`config.mk`:
```
export PLATFORM = sky130hd
export DESIGN_NAME = bexkat1_memory_flat
export DESIGN_NICKNAME = d
export VERILOG_FILES = /design/src/rtl/bexkat1_memory_pkg.sv /design/src/rtl/bexkat1_memory_if.sv /design/src/rtl/bexkat1_memory_bus_lanes.sv /design/src/rtl/bexkat1_memory.sv /design/src/flat_wrapper.sv
export SDC_FILE = /design/constraint.sdc
export NUM_CORES = 1
export LEC_CHECK = 0
export CORE_MARGIN = 4
export CORE_UTILIZATION = 46
export DETAILED_ROUTE_END_ITERATION = 6
export GPL_ROUTABILITY_DRIVEN = 0
export PLACE_DENSITY = 0.78
export SLEW_MARGIN = 20
export SYNTH_ARGS = -nofsm -noshare
export SYNTH_HDL_FRONTEND = slang
export SYNTH_HIERARCHICAL = 1
export SYNTH_SLANG_ARGS = --single-unit
export TNS_END_PERCENT = 50
```
`constraint.sdc`:
```
create_clock -name clk_i -period 3.2 [get_ports clk_i]
set_input_delay 0.64 -clock clk_i [delete_from_list [all_inputs] [get_ports clk_i]]
set_output_delay 0.64 -clock clk_i [all_outputs]
set_load 0.02 [all_outputs]
```
`src/rtl/bexkat1_memory_pkg.sv`:
```
// bexkat1Def: instruction types, memory-stage state, access sizes and slot classification
package bexkat1Def;
  localparam logic [3:0] T_INH = 4'h0, T_PUSH = 4'h1, T_POP = 4'h2, T_CMP = 4'h3, T_MOV = 4'h4,
                         T_FPU = 4'h5, T_FP = 4'h6, T_ALU = 4'h7, T_INT = 4'h8, T_LDI = 4'h9,
                         T_LOAD = 4'ha, T_STORE = 4'hb, T_BRANCH = 4'hc, T_JUMP = 4'hd;
  typedef enum logic [1:0] {IDLE, BUS1, BUS2} memstate_t;
  typedef enum logic [1:0] {SZ_WORD, SZ_HALF, SZ_BYTE} size_t;
  typedef enum logic [2:0] {K_NONE, K_LOAD, K_STORE, K_PUSH, K_POP, K_EXC, K_RST} kind_t;
  typedef struct packed {
    logic [63:0] ir;
    logic [31:0] pc;
    logic        pc_set;
    logic [31:0] result;
    logic [31:0] reg_data2;
    logic [1:0]  reg_write;
    logic [1:0]  sp_write;
    logic [31:0] sp_data;
    logic        halt;
  } slot_t;
  function automatic size_t to_size(logic [1:0] op);
    return op == 2'd1 ? SZ_HALF : op == 2'd2 ? SZ_BYTE : SZ_WORD;
  endfunction
  // interrupt/trap outranks whatever access the instruction itself would make
  function automatic kind_t classify(logic [3:0] t, logic [3:0] op, logic size, logic exc);
    return (exc || (t == T_INH && op == 4'd1 && !size)) ? K_EXC :
           (t == T_INH && op == 4'd5) ? K_RST :
           t == T_LOAD ? K_LOAD : t == T_STORE ? K_STORE :
           t == T_PUSH ? K_PUSH : t == T_POP ? K_POP : K_NONE;
  endfunction
endpackage

```
`src/rtl/bexkat1_memory_if.sv`:
```
// bexkat1_memory_if: Wishbone-classic data bus between the memory stage and memory
interface bexkat1_memory_if;
  logic        bus_cyc_o;
  logic        bus_stb_o;
  logic        bus_we_o;
  logic [31:0] bus_adr_o;
  logic [3:0]  bus_sel_o;
  logic [31:0] bus_dat_o;
  logic [31:0] bus_dat_i;
  logic        bus_ack_i;
  modport master (output bus_cyc_o, bus_stb_o, bus_we_o, bus_adr_o, bus_sel_o, bus_dat_o,
                  input bus_dat_i, bus_ack_i);
  modport slave (input bus_cyc_o, bus_stb_o, bus_we_o, bus_adr_o, bus_sel_o, bus_dat_o,
                 output bus_dat_i, bus_ack_i);
endinterface

```
`src/rtl/bexkat1_memory_bus_lanes.sv`:
```
// bus_lanes: big-endian byte-lane select, write replication and zero-extended read extraction
module bus_lanes
  import bexkat1Def::*;
(
  input  logic [1:0]  addr,
  input  size_t       size,
  input  logic [31:0] wdata,
  input  logic [31:0] rdata,
  output logic [3:0]  sel,
  output logic [31:0] wword,
  output logic [31:0] rval
);
  logic [7:0] rbyte;
  always_comb begin
    sel = size == SZ_BYTE ? 4'b1000 >> addr : size == SZ_HALF ? (addr[1] ? 4'b0011 : 4'b1100) : 4'b1111;
    wword = size == SZ_BYTE ? {4{wdata[7:0]}} : size == SZ_HALF ? {2{wdata[15:0]}} : wdata;
    rbyte = addr == 2'd0 ? rdata[31:24] : addr == 2'd1 ? rdata[23:16] : addr == 2'd2 ? rdata[15:8] : rdata[7:0];
    rval = size == SZ_BYTE ? {24'h0, rbyte} :
           size == SZ_HALF ? {16'h0, addr[1] ? rdata[15:0] : rdata[31:16]} : rdata;
  end
endmodule

```
`src/rtl/bexkat1_memory.sv`:
```
// bexkat1_memory: pipeline memory stage running loads, stores, stack and vector traffic on Wishbone
module bexkat1_memory
  import bexkat1Def::*;
(
  input  logic                   clk_i,
  input  logic                   rst_i,
  bexkat1_memory_if.master       bus,
  input  logic [63:0]            ir_i,
  input  logic [31:0]            pc_i,
  input  logic                   pc_set_i,
  input  logic [31:0]            result_i,
  input  logic [31:0]            reg_data2_i,
  input  logic [1:0]             reg_write_i,
  input  logic [1:0]             sp_write_i,
  input  logic [31:0]            sp_data_i,
  input  logic                   exc_i,
  input  logic                   halt_i,
  output logic [63:0]            ir_o,
  output logic [31:0]            pc_o,
  output logic                   pc_set_o,
  output logic [31:0]            result_o,
  output logic [1:0]             reg_write_o,
  output logic [1:0]             sp_write_o,
  output logic [31:0]            sp_data_o,
  output logic                   halt_o,
  output logic                   stall_o
);
  memstate_t state, state_n;
  kind_t kind, kind_in;
  slot_t l;
  logic cyc, cyc_n, mem_start, done, wr, jmp, ret, vec;
  logic [31:0] addr, wsrc, wword, rval;
  logic [3:0] sel;
  size_t size;
  assign kind_in = classify(ir_i[31:28], ir_i[27:24], ir_i[0], exc_i);
  assign mem_start = rst_i && state == IDLE && kind_in != K_NONE;
  assign done = state != IDLE && cyc && bus.bus_ack_i && (state == BUS2 || kind != K_EXC);
  assign stall_o = mem_start || (state != IDLE && !done);
  assign jmp = kind == K_PUSH && l.ir[27:24] != 4'd0;
  assign ret = kind == K_POP && l.ir[27:24] != 4'd0;
  assign vec = kind == K_EXC || kind == K_RST;
  always_comb begin
    wr = state == BUS1 && kind inside {K_STORE, K_PUSH, K_EXC};
    addr = state == BUS2 ? l.result : kind == K_POP ? l.sp_data - 32'd4 :
           (kind == K_PUSH || kind == K_EXC) ? l.sp_data : l.result;
    wsrc = (kind == K_EXC || jmp) ? l.pc : l.reg_data2;
    size = (kind == K_LOAD || kind == K_STORE) ? to_size(l.ir[25:24]) : SZ_WORD;
  end
  bus_lanes lanes (.addr(addr[1:0]), .size(size), .wdata(wsrc), .rdata(bus.bus_dat_i),
                   .sel(sel), .wword(wword), .rval(rval));
  assign bus.bus_cyc_o = cyc;
  assign bus.bus_stb_o = cyc;
  assign bus.bus_we_o  = cyc && wr;
  assign bus.bus_adr_o = cyc ? {addr[31:2], 2'b00} : 32'h0;
  assign bus.bus_sel_o = cyc ? sel : 4'h0;
  assign bus.bus_dat_o = (cyc && wr) ? wword : 32'h0;
  // BUS2 is entered with cyc low, giving the one-cycle gap between exception transactions
  always_comb begin
    state_n = state;
    cyc_n = cyc;
    if (mem_start) begin
      state_n = kind_in == K_RST ? BUS2 : BUS1;
      cyc_n = 1'b1;
    end else if (state == BUS2 && !cyc) begin
      cyc_n = 1'b1;
    end else if (cyc && bus.bus_ack_i) begin
      cyc_n = 1'b0;
      state_n = (state == BUS1 && kind == K_EXC) ? BUS2 : IDLE;
    end
  end
  always_ff @(posedge clk_i or negedge rst_i) begin
    if (!rst_i) begin
      state <= IDLE;
      cyc <= 1'b0;
      kind <= K_NONE;
      l <= '0;
    end else begin
      state <= state_n;
      cyc <= cyc_n;
      if (mem_start) begin
        kind <= kind_in;
        l <= {ir_i, pc_i, pc_set_i, result_i, reg_data2_i, reg_write_i, sp_write_i, sp_data_i, halt_i};
      end
    end
  end
  always_ff @(posedge clk_i or negedge rst_i) begin
    if (!rst_i) begin
      ir_o <= '0;
      pc_o <= '0;
      pc_set_o <= 1'b0;
      result_o <= '0;
      reg_write_o <= '0;
      sp_write_o <= '0;
      sp_data_o <= '0;
      halt_o <= 1'b0;
    end else if (state == IDLE && !mem_start) begin
      ir_o <= ir_i;
      pc_o <= pc_i;
      pc_set_o <= pc_set_i;
      result_o <= result_i;
      reg_write_o <= reg_write_i;
      sp_write_o <= sp_write_i;
      sp_data_o <= sp_data_i;
      halt_o <= halt_i;
    end else if (done) begin
      ir_o <= l.ir;
      pc_o <= jmp ? l.result : (ret || vec) ? rval : l.pc;
      pc_set_o <= jmp || ret || vec || l.pc_set;
      result_o <= (kind == K_LOAD || (kind == K_POP && !ret)) ? rval : l.result;
      reg_write_o <= l.reg_write;
      sp_write_o <= l.sp_write;
      sp_data_o <= (kind == K_LOAD && l.sp_write == 2'd3) ? rval : l.sp_data;
      halt_o <= l.halt;
    end else begin
      ir_o <= '0;
      pc_set_o <= 1'b0;
      reg_write_o <= '0;
      sp_write_o <= '0;
      halt_o <= 1'b0;
    end
  end
endmodule

```
`src/flat_wrapper.sv`:
```
// flat-port wrapper written by rule: the top's interface ports become plain ports
module bexkat1_memory_flat import bexkat1Def::*;
  (clk_i, rst_i, ir_i, pc_i, pc_set_i, result_i, reg_data2_i, reg_write_i, sp_write_i, sp_data_i, exc_i, halt_i, ir_o, pc_o, pc_set_o, result_o, reg_write_o, sp_write_o, sp_data_o, halt_o, stall_o, bus_bus_cyc_o, bus_bus_stb_o, bus_bus_we_o, bus_bus_adr_o, bus_bus_sel_o, bus_bus_dat_o, bus_bus_dat_i, bus_bus_ack_i);
  bexkat1_memory_if bus_i ();
  input  logic clk_i;
  input  logic rst_i;
  input  logic [63:0] ir_i;
  input  logic [31:0] pc_i;
  input  logic pc_set_i;
  input  logic [31:0] result_i;
  input  logic [31:0] reg_data2_i;
  input  logic [1:0] reg_write_i;
  input  logic [1:0] sp_write_i;
  input  logic [31:0] sp_data_i;
  input  logic exc_i;
  input  logic halt_i;
  output logic [63:0] ir_o;
  output logic [31:0] pc_o;
  output logic pc_set_o;
  output logic [31:0] result_o;
  output logic [1:0] reg_write_o;
  output logic [1:0] sp_write_o;
  output logic [31:0] sp_data_o;
  output logic halt_o;
  output logic stall_o;
  output wire logic [$bits(bus_i.bus_cyc_o)-1:0] bus_bus_cyc_o;
  output wire logic [$bits(bus_i.bus_stb_o)-1:0] bus_bus_stb_o;
  output wire logic [$bits(bus_i.bus_we_o)-1:0] bus_bus_we_o;
  output wire logic [$bits(bus_i.bus_adr_o)-1:0] bus_bus_adr_o;
  output wire logic [$bits(bus_i.bus_sel_o)-1:0] bus_bus_sel_o;
  output wire logic [$bits(bus_i.bus_dat_o)-1:0] bus_bus_dat_o;
  input wire logic [$bits(bus_i.bus_dat_i)-1:0] bus_bus_dat_i;
  input wire logic [$bits(bus_i.bus_ack_i)-1:0] bus_bus_ack_i;
  assign bus_bus_cyc_o = bus_i.bus_cyc_o;
  assign bus_bus_stb_o = bus_i.bus_stb_o;
  assign bus_bus_we_o = bus_i.bus_we_o;
  assign bus_bus_adr_o = bus_i.bus_adr_o;
  assign bus_bus_sel_o = bus_i.bus_sel_o;
  assign bus_bus_dat_o = bus_i.bus_dat_o;
  assign bus_i.bus_dat_i = bus_bus_dat_i;
  assign bus_i.bus_ack_i = bus_bus_ack_i;
  bexkat1_memory u_core (.clk_i(clk_i), .rst_i(rst_i), .bus(bus_i), .ir_i(ir_i), .pc_i(pc_i), .pc_set_i(pc_set_i), .result_i(result_i), .reg_data2_i(reg_data2_i), .reg_write_i(reg_write_i), .sp_write_i(sp_write_i), .sp_data_i(sp_data_i), .exc_i(exc_i), .halt_i(halt_i), .ir_o(ir_o), .pc_o(pc_o), .pc_set_o(pc_set_o), .result_o(result_o), .reg_write_o(reg_write_o), .sp_write_o(sp_write_o), .sp_data_o(sp_data_o), .halt_o(halt_o), .stall_o(stall_o));
endmodule
```
## Yosys cells after proc, flatten, opt, wreduce, memory -nomap -nowiden

Index checks and enable logic that the tools add are counted.

| storage, ports and cells | value |
|---|---|
| register bits after elaboration | 370 |
| input bits | 234 |
| output and inout bits | 238 |
| logic and storage cells | 148 |

| cells by class | value |
|---|---|
| add/subtract/negate cells | 1 |
| equal/unequal tests | 24 |
| shift-type cells | 1 |
| mux-type cells | 55 |
| reduce and logical (&&, ||, !) cells | 47 |

Operators by type and width:

| cell | number |
|---|---|
| $mux 32 | 20 |
| $mux 64 | 2 |
| $sub 32x3->32 const B | 1 |
| $mux 2 | 12 |
| $mux 8 | 3 |
| $logic_and 1x1->1 | 19 |
| $mux 3 | 6 |
| $mux 16 | 1 |
| $mux 4 | 4 |
| $eq 3x3->1 const B | 4 |
| $logic_or 1x1->1 | 12 |
| $eq 2x2->1 const B | 5 |
| $reduce_bool 3->1 | 3 |
| $eq 2x1->1 const B | 4 |
| $eq 4x1->1 const B | 2 |
| $eq 4x4->1 const B | 2 |
| $mux 1 | 7 |
| $eq 3x2->1 const B | 2 |
| $reduce_bool 2->1 | 3 |
| $logic_not 1->1 | 5 |
| $eq 4x2->1 const B | 1 |
| $eq 4x3->1 const B | 1 |
| $logic_not 2->1 | 2 |
| $logic_not 4->1 | 1 |
| other kinds (6) | 6 |

## Longest topological paths before layout

Gate-level depths: netlist of the first run.

| logic depth | value |
|---|---|
| depth in word-level cells | 14 |
| gate-level depth with buffers | 17 |

## Modules after synthesis

Netlist of the first run, hierarchy kept.

Modules (own cells, without submodules):

| module | instances | cells each | area an instance (um^2) |
|---|---|---|---|
| bexkat1_memory | 1 | 1,549 | 18,381.4 |
| bus_lanes | 1 | 167 | 1,302.5 |

## Worst setup path before layout of the first run

No wires, ideal clock.

| timing | value |
|---|---|
| path kind | flip-flop to flip-flop |
| start point | register u_core.kind[0] |
| end point | register u_core.result_o[2] |
| arrival | 3.429 ns |
| data required time | 3.075 ns |
| slack | -0.354 ns |
| cell stages (with the launch flop) | 17 |
| buffers on the path | 4 |
| period minus slack after synthesis | 3.554 ns |
| cell sequence | dfrtp_1 buf_2 nand3b_1 a21oi_1 clkbuf_1 buf_1 nand2_1 nand2_1 buf_2 mux4_2 nand2_1 o211ai_1 nor4b_1 a22oi_1 o311ai_0 nand2_1 mux2_2 |

| between the ends | value |
|---|---|
| word-level cells in the longest chain between the ends | 13 |

Ends and longest elaborated chain:

| item | line | text |
|---|---|---|
| from (decl) | bexkat1_memory.sv:29 | `kind_t kind, kind_in;` |
| from (signal assigned) | bexkat1_memory.sv:81 | `kind <= kind_in;` |
| $eq 3x2->1 / $eq 3x3->1 (equally long branches) | bexkat1_memory.sv:45 | `(kind == K_PUSH \|\| kind == K_EXC) ? l.sp_data : l.result;` |
| $logic_or 1x1->1 | bexkat1_memory.sv:45 |  |
| $mux 32 | bexkat1_memory.sv:45 |  |
| $mux 32 * (2 in series) | bexkat1_memory.sv:44 | `addr = state == BUS2 ? l.result : kind == K_POP ? l.sp_data - 32'd4 :` |
| net u_core.addr[0] | bexkat1_memory.sv:32 | `logic [31:0] addr, wsrc, wword, rval;` |
| $eq 2x2->1 | bexkat1_memory_bus_lanes.sv:17 | `rbyte = addr == 2'd0 ? rdata[31:24] : addr == 2'd1 ? rdata[23:16] : addr == 2'd2 ? rdata[15:8] : rdata[7:0];` |
| $mux 8 (2 in series) | bexkat1_memory_bus_lanes.sv:17 |  |
| $mux 8 * | bexkat1_memory_bus_lanes.sv:17 |  |
| $mux 32 * | bexkat1_memory_bus_lanes.sv:18 | `rval = size == SZ_BYTE ? {24'h0, rbyte} :` |
| net u_core.rval[2] | bexkat1_memory.sv:32 |  |
| $mux 32 * | bexkat1_memory.sv:109 | `result_o <= (kind == K_LOAD \|\| (kind == K_POP && !ret)) ? rval : l.result;` |
| $mux 32 * | bexkat1_memory.sv:105 | `end else if (done) begin` |
| $mux 32 * | bexkat1_memory.sv:96 | `end else if (state == IDLE && !mem_start) begin` |
| to (signal assigned) | bexkat1_memory.sv:100 | `result_o <= result_i;` |
| to (signal assigned) | bexkat1_memory.sv:109 |  |
| to (decl) | bexkat1_memory.sv:21 | `output logic [31:0] result_o,` |

The timed path passes the listed nets; every way through them passes the cells marked *. The select of a mux whose other input is x is not followed.
A chain may end at the register's enable or synchronous reset.

## Final worst setup path of the first run

| timing | value |
|---|---|
| start point | register u_core/l[161] in the netlist's numbering |
| end point | output port bus_bus_dat_o[30] |

RTL lines:

| item | line | text |
|---|---|---|
| from (decl) | bexkat1_memory.sv:30 | `slot_t l;` |
| from (signal assigned) | bexkat1_memory.sv:82 | `l <= {ir_i, pc_i, pc_set_i, result_i, reg_data2_i, reg_write_i, sp_write_i, sp_data_i, halt_i};` |
| $reduce_bool 4->1 | bexkat1_memory.sv:39 | `assign jmp = kind == K_PUSH && l.ir[27:24] != 4'd0;` |
| $logic_and 1x1->1 | bexkat1_memory.sv:39 |  |
| $logic_or 1x1->1 | bexkat1_memory.sv:46 | `wsrc = (kind == K_EXC \|\| jmp) ? l.pc : l.reg_data2;` |
| $mux 32 | bexkat1_memory.sv:46 |  |
| net u_core.wsrc[6] | bexkat1_memory.sv:32 |  |
| $mux 32 | bexkat1_memory_bus_lanes.sv:16 | `wword = size == SZ_BYTE ? {4{wdata[7:0]}} : size == SZ_HALF ? {2{wdata[15:0]}} : wdata;` |
| net u_core.wword[30] | bexkat1_memory.sv:32 |  |
| $mux 32 | bexkat1_memory.sv:56 | `assign bus.bus_dat_o = (cyc && wr) ? wword : 32'h0;` |
| to (decl) | flat_wrapper.sv:31 | `output wire logic [$bits(bus_i.bus_dat_o)-1:0] bus_bus_dat_o;` |

The timed path passes the listed nets, and every way through them passes these cells.

==> flow_summary_export.csv, run 1 <==
group,metric,value,unit
run_status,status,"finished with violations",
run_status,violations,"negative setup slack",
worst_setup_path,slowest_stage,"dfrtp_1",
synthesis,synth_cells,1716,
clock_tree,cts_buffer_depth,3,
final_layout,nFillCells,2941,
clock_tree,cts_tree,"done",
synthesis,synth_seq_cells,370,
sta,rsz0062_at_grt,"yes",
final_layout,final_common_cell,"clkdlybuf4s50_1",
worst_hold_path,holdCritStartpoint,"u_core/l[155]",
floorplan,std_cell_rows,75,
route,vias,17800,
floorplan,fp.dieArea,46200,um2
worst_setup_path,crit_chain,"nor4_4, o21a_1, nand2b_4, buf_12, buf_16, mux2_4, a211oi_2, a21oi_1, and2_1, buf_6",
worst_setup_path,critPathRequiredTime,2.56,ns
worst_hold_path,hold_class,"register to register",
power_and_ir_drop,irDropWorstVdd,653,uV
sta,holdWs,0.485,ns
worst_setup_path,critPathMaxFanout,6,
placed_design,portBuffers,469,
floorplan,start_util,46.7,%
floorplan,boundaryPins,472,
placed_design,placed_area,25700,um2
clock_tree,htreeDepth,2,
final_layout,layout_common_cells,"400 x clkdlybuf4s50_1, 365 x dfrtp_1, 275 x mux2_2",
final_layout,nets,2512,
clock_tree,clock_sinks,370,
synthesis,ys_seq_area_share,47.0,%
power_and_ir_drop,p_int,0.0197,W
global_route,grt_pass1_wl,112,mm
sta,slew_headroom,41.1,%
sta,period_share,116,%
synthesis,synth_top_area_share,47.0,%
worst_hold_path,hold_depth,1,
clock_tree,clk_latency,0.58,ns
final_layout,area_growth,46.3,%
job,cap_violations,0,
global_route,grt_overflow_total,0,
sta,skew,0.0263,ns
worst_hold_path,whs_endpoint,"u_core/ir_o[21]",
worst_setup_path,path_buf_inv,3,
sta,finalHoldViolations,0,
sta,fmaxAchievable,269,MHz
worst_setup_path,critPathKind,"register to output pin",
clock_tree,cts_root_buf,"clkbuf_16",
placed_design,pre_cts_ws,-0.195,ns
worst_setup_path,r2r_slack,-0.05,ns
global_route,grt_pass1_vias,17800,
route,drtIter0Drc,2136,
worst_setup_path,rr_endpoint,"u_core/result_o[15]",
synthesis,yosys-top-cells-area,"dfrtp_1 47%, mux2_2 18%, a22o_1 4.8%",
sta,setup_viol,52,
floorplan,fp.coreArea,42100,um2
sta,period_needed,3.72,ns
synthesis,synth.distinct_cells,70,
synthesis,synth_edf_count,0,
global_route,antenna_found_initial,8,
placed_design,dpl.hpwl,55.2,mm
sta,worst_pin_slew,0.883,ns
route,antenna_left,0,
clock_tree,clkTransAtPathRegs,0.06,ns
worst_setup_path,critPathArrivalTime,3.08,ns
power_and_ir_drop,pwr-share-comb,56.9,%
worst_setup_path,r2r_cells,15,
global_route,grt_max_degree,135,
worst_setup_path,startpoint_type,"register",
clock_tree,numCtsBuffers,42,
route,drc_errors,0,
worst_setup_path,cp_slowest_stage_delay,0.40,ns
floorplan,die_x,215,um
final_layout,layout.area.seq,9270,um2
final_layout,multi_input_area,10500,um2
route,wl_per_cell,27.3,um
power_and_ir_drop,switchingPower,0.0139,W
power_and_ir_drop,power_density,1160,nW/um2
route,dr.pass1.iters,5,
synthesis,synth_area_leader_cell,"dfrtp_1",
final_layout,fin_area,28800,um2
power_and_ir_drop,seq_power_share,27.7,%
power_and_ir_drop,p_sw_share,41.3,%
route,wl,77.9,mm
floorplan,die_h,215,um
final_layout,drive_gt1_share,35.1,%
synthesis,yosys_warnings,6,
global_route,grt_util_all_layers,31.3,%
route,routed_via_density,6.23,
worst_setup_path,cp-end-kind,"output pin",
synthesis,avgSynthCellArea,11.5,um2
worst_setup_path,r2r-start,"u_core/kind[0]",
synthesis,synth_area,19700,um2
worst_setup_path,critPathTopFamily,"simple AND/OR/NAND/NOR gates",
power_and_ir_drop,cellLeakagePower,12.2,nW
sta,finalMaxSlewViolations,0,
sta,setup_ws,-0.521,ns
synthesis,async_reset_ff_share,100,%
synthesis,ys.flop_type,"dfrtp_1",
power_and_ir_drop,pwr-share-clk,15.4,%
final_layout,final_util,68.3,%
-- area by class of cell --
class | instances | area share (%)
clock buffers | 54 | 4.09
well taps | 539 | 2.34
multi-input cells | 1172 | 36.6
repair buffers | 676 | 23.5
clock inverters | 24 | 1.06
flip-flops and latches | 370 | 32.2
inverters | 15 | 0.196
diodes | 4 | 0.0348
-- kinds of logic after synthesis --
kind of cell               Yosys count  share of synthesized area, %
muxes                              405                          23.2
and+or+nand+nor                    384                          10.2
DFF                                370                          47.0
AOI/OAI and AO/OA                  367                          14.6
buffers and inverters              176                          4.28
xor gates and xnor gates            12                         0.534
adders and majority gates            1                        0.0636
other                                1                        0.0191
-- worst max path at each step --
stage                     cells after the start      startpoint                 end
after global routing                         10   u_core/l[161]   bus_bus_dat_o[30]
after CTS                                    11   u_core/l[158]   bus_bus_dat_o[25]
final                                        10   u_core/l[161]   bus_bus_dat_o[30]
after global placement                       10   u_core/l[161]   bus_bus_dat_o[24]
after floorplan                              16  u_core/kind[0]  u_core/result_o[2]
after detailed placement                     10   u_core/l[161]   bus_bus_dat_o[24]
-- power by group through the flow --
stage	Clock, W	Combinational, W	Sequential, W
2_1_floorplan	0	0.00890	0.00946
3_3_place_gp	0	0.0162	0.00902
3_5_place_dp	0	0.0166	0.00912
4_1_cts	0.00523	0.0177	0.00911
5_1_grt	0.00544	0.0199	0.00948
6_report	0.00516	0.0191	0.00929
-- through the flow --
| stage | total power, W | setup TNS [ns] | instances |
|---|---|---|---|
| floorplan | 0.0184 | 0 | 1717 |
| detailed placement | 0.0257 | -3.64 | 2722 |
| global placement | 0.0252 | -2.49 | 2722 |
| global route | 0.0349 | -18.12 | 2853 |
| CTS | 0.0320 | -11.89 | 2821 |
| finish | 0.0335 | -13.79 | 2854 |
-- timing repair --
item / CTS / global route
pin swaps: 33 / 48
buffers inserted: 17 / 31
setup endpoints to repair: 68 / 93
gates resized for setup: 382 / 152
cloned: 4 / 4
hold buffers: 1 / 0
hold endpoints to repair: 38 / 0
-- registers in the layout, summed over array words and instances (netlist names) --
register	flops
u_core/sp_write_o	2
u_core/result_o	32
u_core/l	198
u_core/sp_data_o	32
u_core/pc_set_o	1
u_core/bus.bus_cyc_o	1
u_core/ir_o	64
u_core/kind	3
u_core/pc_o	32
u_core/state	2
u_core/reg_write_o	2
u_core/halt_o	1
-- worst register-to-register path, stage by stage, from the launching register on --
cell and delay (ns):
dfrtp_1 0.42, nand2b_1 0.20, a21oi_2 0.17, and3b_1 0.20
buf_4 0.12, buf_4 0.16, buf_4 0.31, nand2_1 0.10
a2bb2oi_1 0.15, o2bb2ai_1 0.30, buf_4 0.22, nor2_1 0.05
a22oi_1 0.16, o311ai_0 0.31, nand2_1 0.16, mux2_2 0.16
-- cells in the mapped netlist (all sizes together), types with 5 or more instances --
cell type / instances
a22o: 109
nand2b: 13
and2: 55
o2bb2ai: 9
a211oi: 15
or3: 5
a31oi: 5
o21ai: 42
nor2b: 12
nor2: 63
a2bb2oi: 7
buf: 87
nand4: 8
a221oi: 9
nor4b: 31
o311ai: 36
nand3: 7
clkbuf: 74
mux2: 336
dfrtp: 370
a22oi: 36
inv: 14
a21oi: 25
and3: 5
a221o: 25
mux4: 8
nor3: 11
nor4: 11
xnor2: 8
nand2: 147
o211ai: 14
mux2i: 61
o31ai: 7
-- per-layer routing --
metal | vias up | wire [um] | GRT usage [%]
met5 | - | 34 | 0
met4 | 6 | 3050 | 10.6
met3 | 214 | 7490 | 8.55
met2 | 1081 | 36100 | 50.0
met1 | 8933 | 31200 | 41.6
li1 | 7548 | - | -
(Power assumes the default switching activity.)
==> run 2: changes to the inputs <==
- CORE_ASPECT_RATIO: default -> 1.1
- CORE_UTILIZATION: 46 -> 55
- PLACE_DENSITY: 0.78 -> 0.87
- clock period: 3.2 -> 4.3 ns (I/O delays scaled with it)
==> run 2 against run 1 <==
  * The run now ends clean
  * Sequential share of layout area rose by 3.2 points
  * Via count fell by 3.4%
  * Largest power group unchanged
  * Global-route usage rose by 3.4 points
  * Count of clock-buffer cells in the layout fell by 5
  * First-iteration DRC count fell by 11%
  * Worst hold slack got worse by 0.27 ns
  * Critical path depth fell by 4
  * Routed wire length fell by 9.3%
  * Utilization rose by 6.1 points
==> flow_summary_export.csv, run 2 (synthesis results as in run 1) <==
group,metric,value,unit
final_layout,reg_top3,"u_core/l: 198 flops, u_core/ir_o: 64 flops",
final_layout,fin_area,26200,um2
floorplan,die_x,188,um
worst_setup_path,critPathMaxFanout,8,
sta,period_needed,4.26,ns
placed_design,pre_cts_ws,0.158,ns
global_route,grt_util_all_layers,34.7,%
power_and_ir_drop,cellLeakagePower,10.8,nW
clock_tree,holdBufCountCts,0,
worst_setup_path,startpoint_type,"register",
sta,rsz0062_at_grt,"yes",
placed_design,placed_area,24700,um2
clock_tree,clk_latency,0.55,ns
clock_tree,clock_sinks,370,
route,vias,17200,
sta,setup_ws,0.0408,ns
final_layout,final_common_cell,"clkdlybuf4s50_1",
worst_setup_path,cp-end-kind,"output pin",
floorplan,boundaryPins,472,
global_route,grt_max_degree,167,
worst_hold_path,hold_class,"input pin to async pin",
clock_tree,cts_root_buf,"clkbuf_16",
worst_setup_path,r2r-start,"u_core/kind[1]",
global_route,grt_pass1_vias,17300,
final_layout,area_growth,33.1,%
floorplan,std_cell_rows,72,
clock_tree,htreeDepth,2,
sta,finalMaxSlewViolations,0,
global_route,antenna_found_initial,7,
route,antenna_left,0,
final_layout,layout_common_cells,"448 x clkdlybuf4s50_1, 366 x dfrtp_1, 312 x mux2_2",
global_route,grt_overflow_total,0,
floorplan,die_h,206,um
final_layout,final_util,74.4,%
sta,setup_viol,0,
power_and_ir_drop,power_density,848,nW/um2
route,routed_via_density,6.50,
clock_tree,clkTransAtPathRegs,0.06,ns
placed_design,portBuffers,469,
sta,setup_tns,0,ns
final_layout,drive_gt1_share,22.1,%
sta,skew,0.0287,ns
worst_setup_path,critPathKind,"register to output pin",
final_layout,top_register,"u_core/l",
route,drtIter0Drc,1902,
power_and_ir_drop,irDropWorstVdd,584,uV
run_status,status,"finished, final reports clean",
sta,period_share,99.1,%
sta,slew_headroom,22.5,%
sta,fmaxAchievable,235,MHz
job,cap_violations,0,
floorplan,fp.dieArea,38900,um2
worst_setup_path,critPathRequiredTime,3.44,ns
placed_design,placed_cells,2559,
route,dr.pass1.iters,6,
clock_tree,cts_tree,"done",
sta,finalHoldViolations,0,
clock_tree,numCtsBuffers,39,
clock_tree,cts_buffer_depth,3,
final_layout,fin_cells,2640,
sta,worst_pin_slew,1.16,ns
route,wl,70.6,mm
global_route,grt_pass1_wl,105,mm
placed_design,dpl.hpwl,50.2,mm
worst_setup_path,crit_start,"u_core/l[13]",
floorplan,start_util,55.9,%
route,drc_errors,0,
floorplan,fp.coreArea,35200,um2
final_layout,largest_register_ffs,198,
worst_setup_path,critPathArrivalTime,3.40,ns
route,wl_per_cell,26.8,um
final_layout,nets,2361,
[run 2: power breakdown]
group / switching (W) / leakage [nW] / internal, W / total [W]
clock: 0.00143 / 0.634 / 0.00200 / 0.00344
combinational: 0.00620 / 5.72 / 0.00572 / 0.0119
sequential: 0.00164 / 4.45 / 0.00522 / 0.00686
[run 2: area by class of cell]
cell class,instances,area [um2]
diodes,9,22.5
clock buffers,49,1060
clock inverters,16,226
fillers,2257,9020
inverters,15,56.3
multi-input cells,1173,9720
flip-flops and latches,370,9260
well taps,481,602
repair buffers,527,5250
[run 2: critical path, stage by stage (launching register included)]
cell and delay (ns):
dfrtp_1 0.46, nor3_1 0.48, nand4_1 0.41, nor4_1 0.44, xnor2_1 0.13, o22ai_1 0.26, clkdlybuf4s50_1 0.67
[run 2: stage by stage]
| stage | power (W) | hold slack, ns |
|---|---|---|
| 2_1_floorplan | 0.0136 | 0.459 |
| 3_3_place_gp | 0.0179 | 0.462 |
| 3_5_place_dp | 0.0183 | 0.475 |
| 4_1_cts | 0.0219 | 0.222 |
| 5_1_grt | 0.0232 | 0.222 |
| 6_report | 0.0222 | 0.211 |
[run 2: per-layer routing]
layer	global-route usage, %	share of wire (%)	up-vias
li1	-	-	7255
met2	55.0	46	1183
met1	45.3	38	8458
met3	7.82	10	272
met5	0	0.018	-
met4	17.7	5.5	2
[run 2: worst paths after layout]
| kind | slack (ns) | to | depth (start not counted) |
|---|---|---|---|
| max in group asynchronous | 2.00 | u_core/pc_o[1] | 3 |
| min in group clk_i | 0.48 | u_core/ir_o[14] | 1 |
| min | 0.21 | u_core/l[150] | 1 |
| min reg2reg | 0.48 | u_core/ir_o[14] | 1 |
| max | 0.04 | bus_bus_adr_o[25] | 6 |
| max reg2reg | 0.39 | u_core/result_o[4] | 11 |
[run 2: what timing repair did]
action	in CTS	in global routing
pin swaps	2	4
resized for setup	15	23
cloned	1	2
endpoints found under the setup margin	22	42
setup buffers	0	4
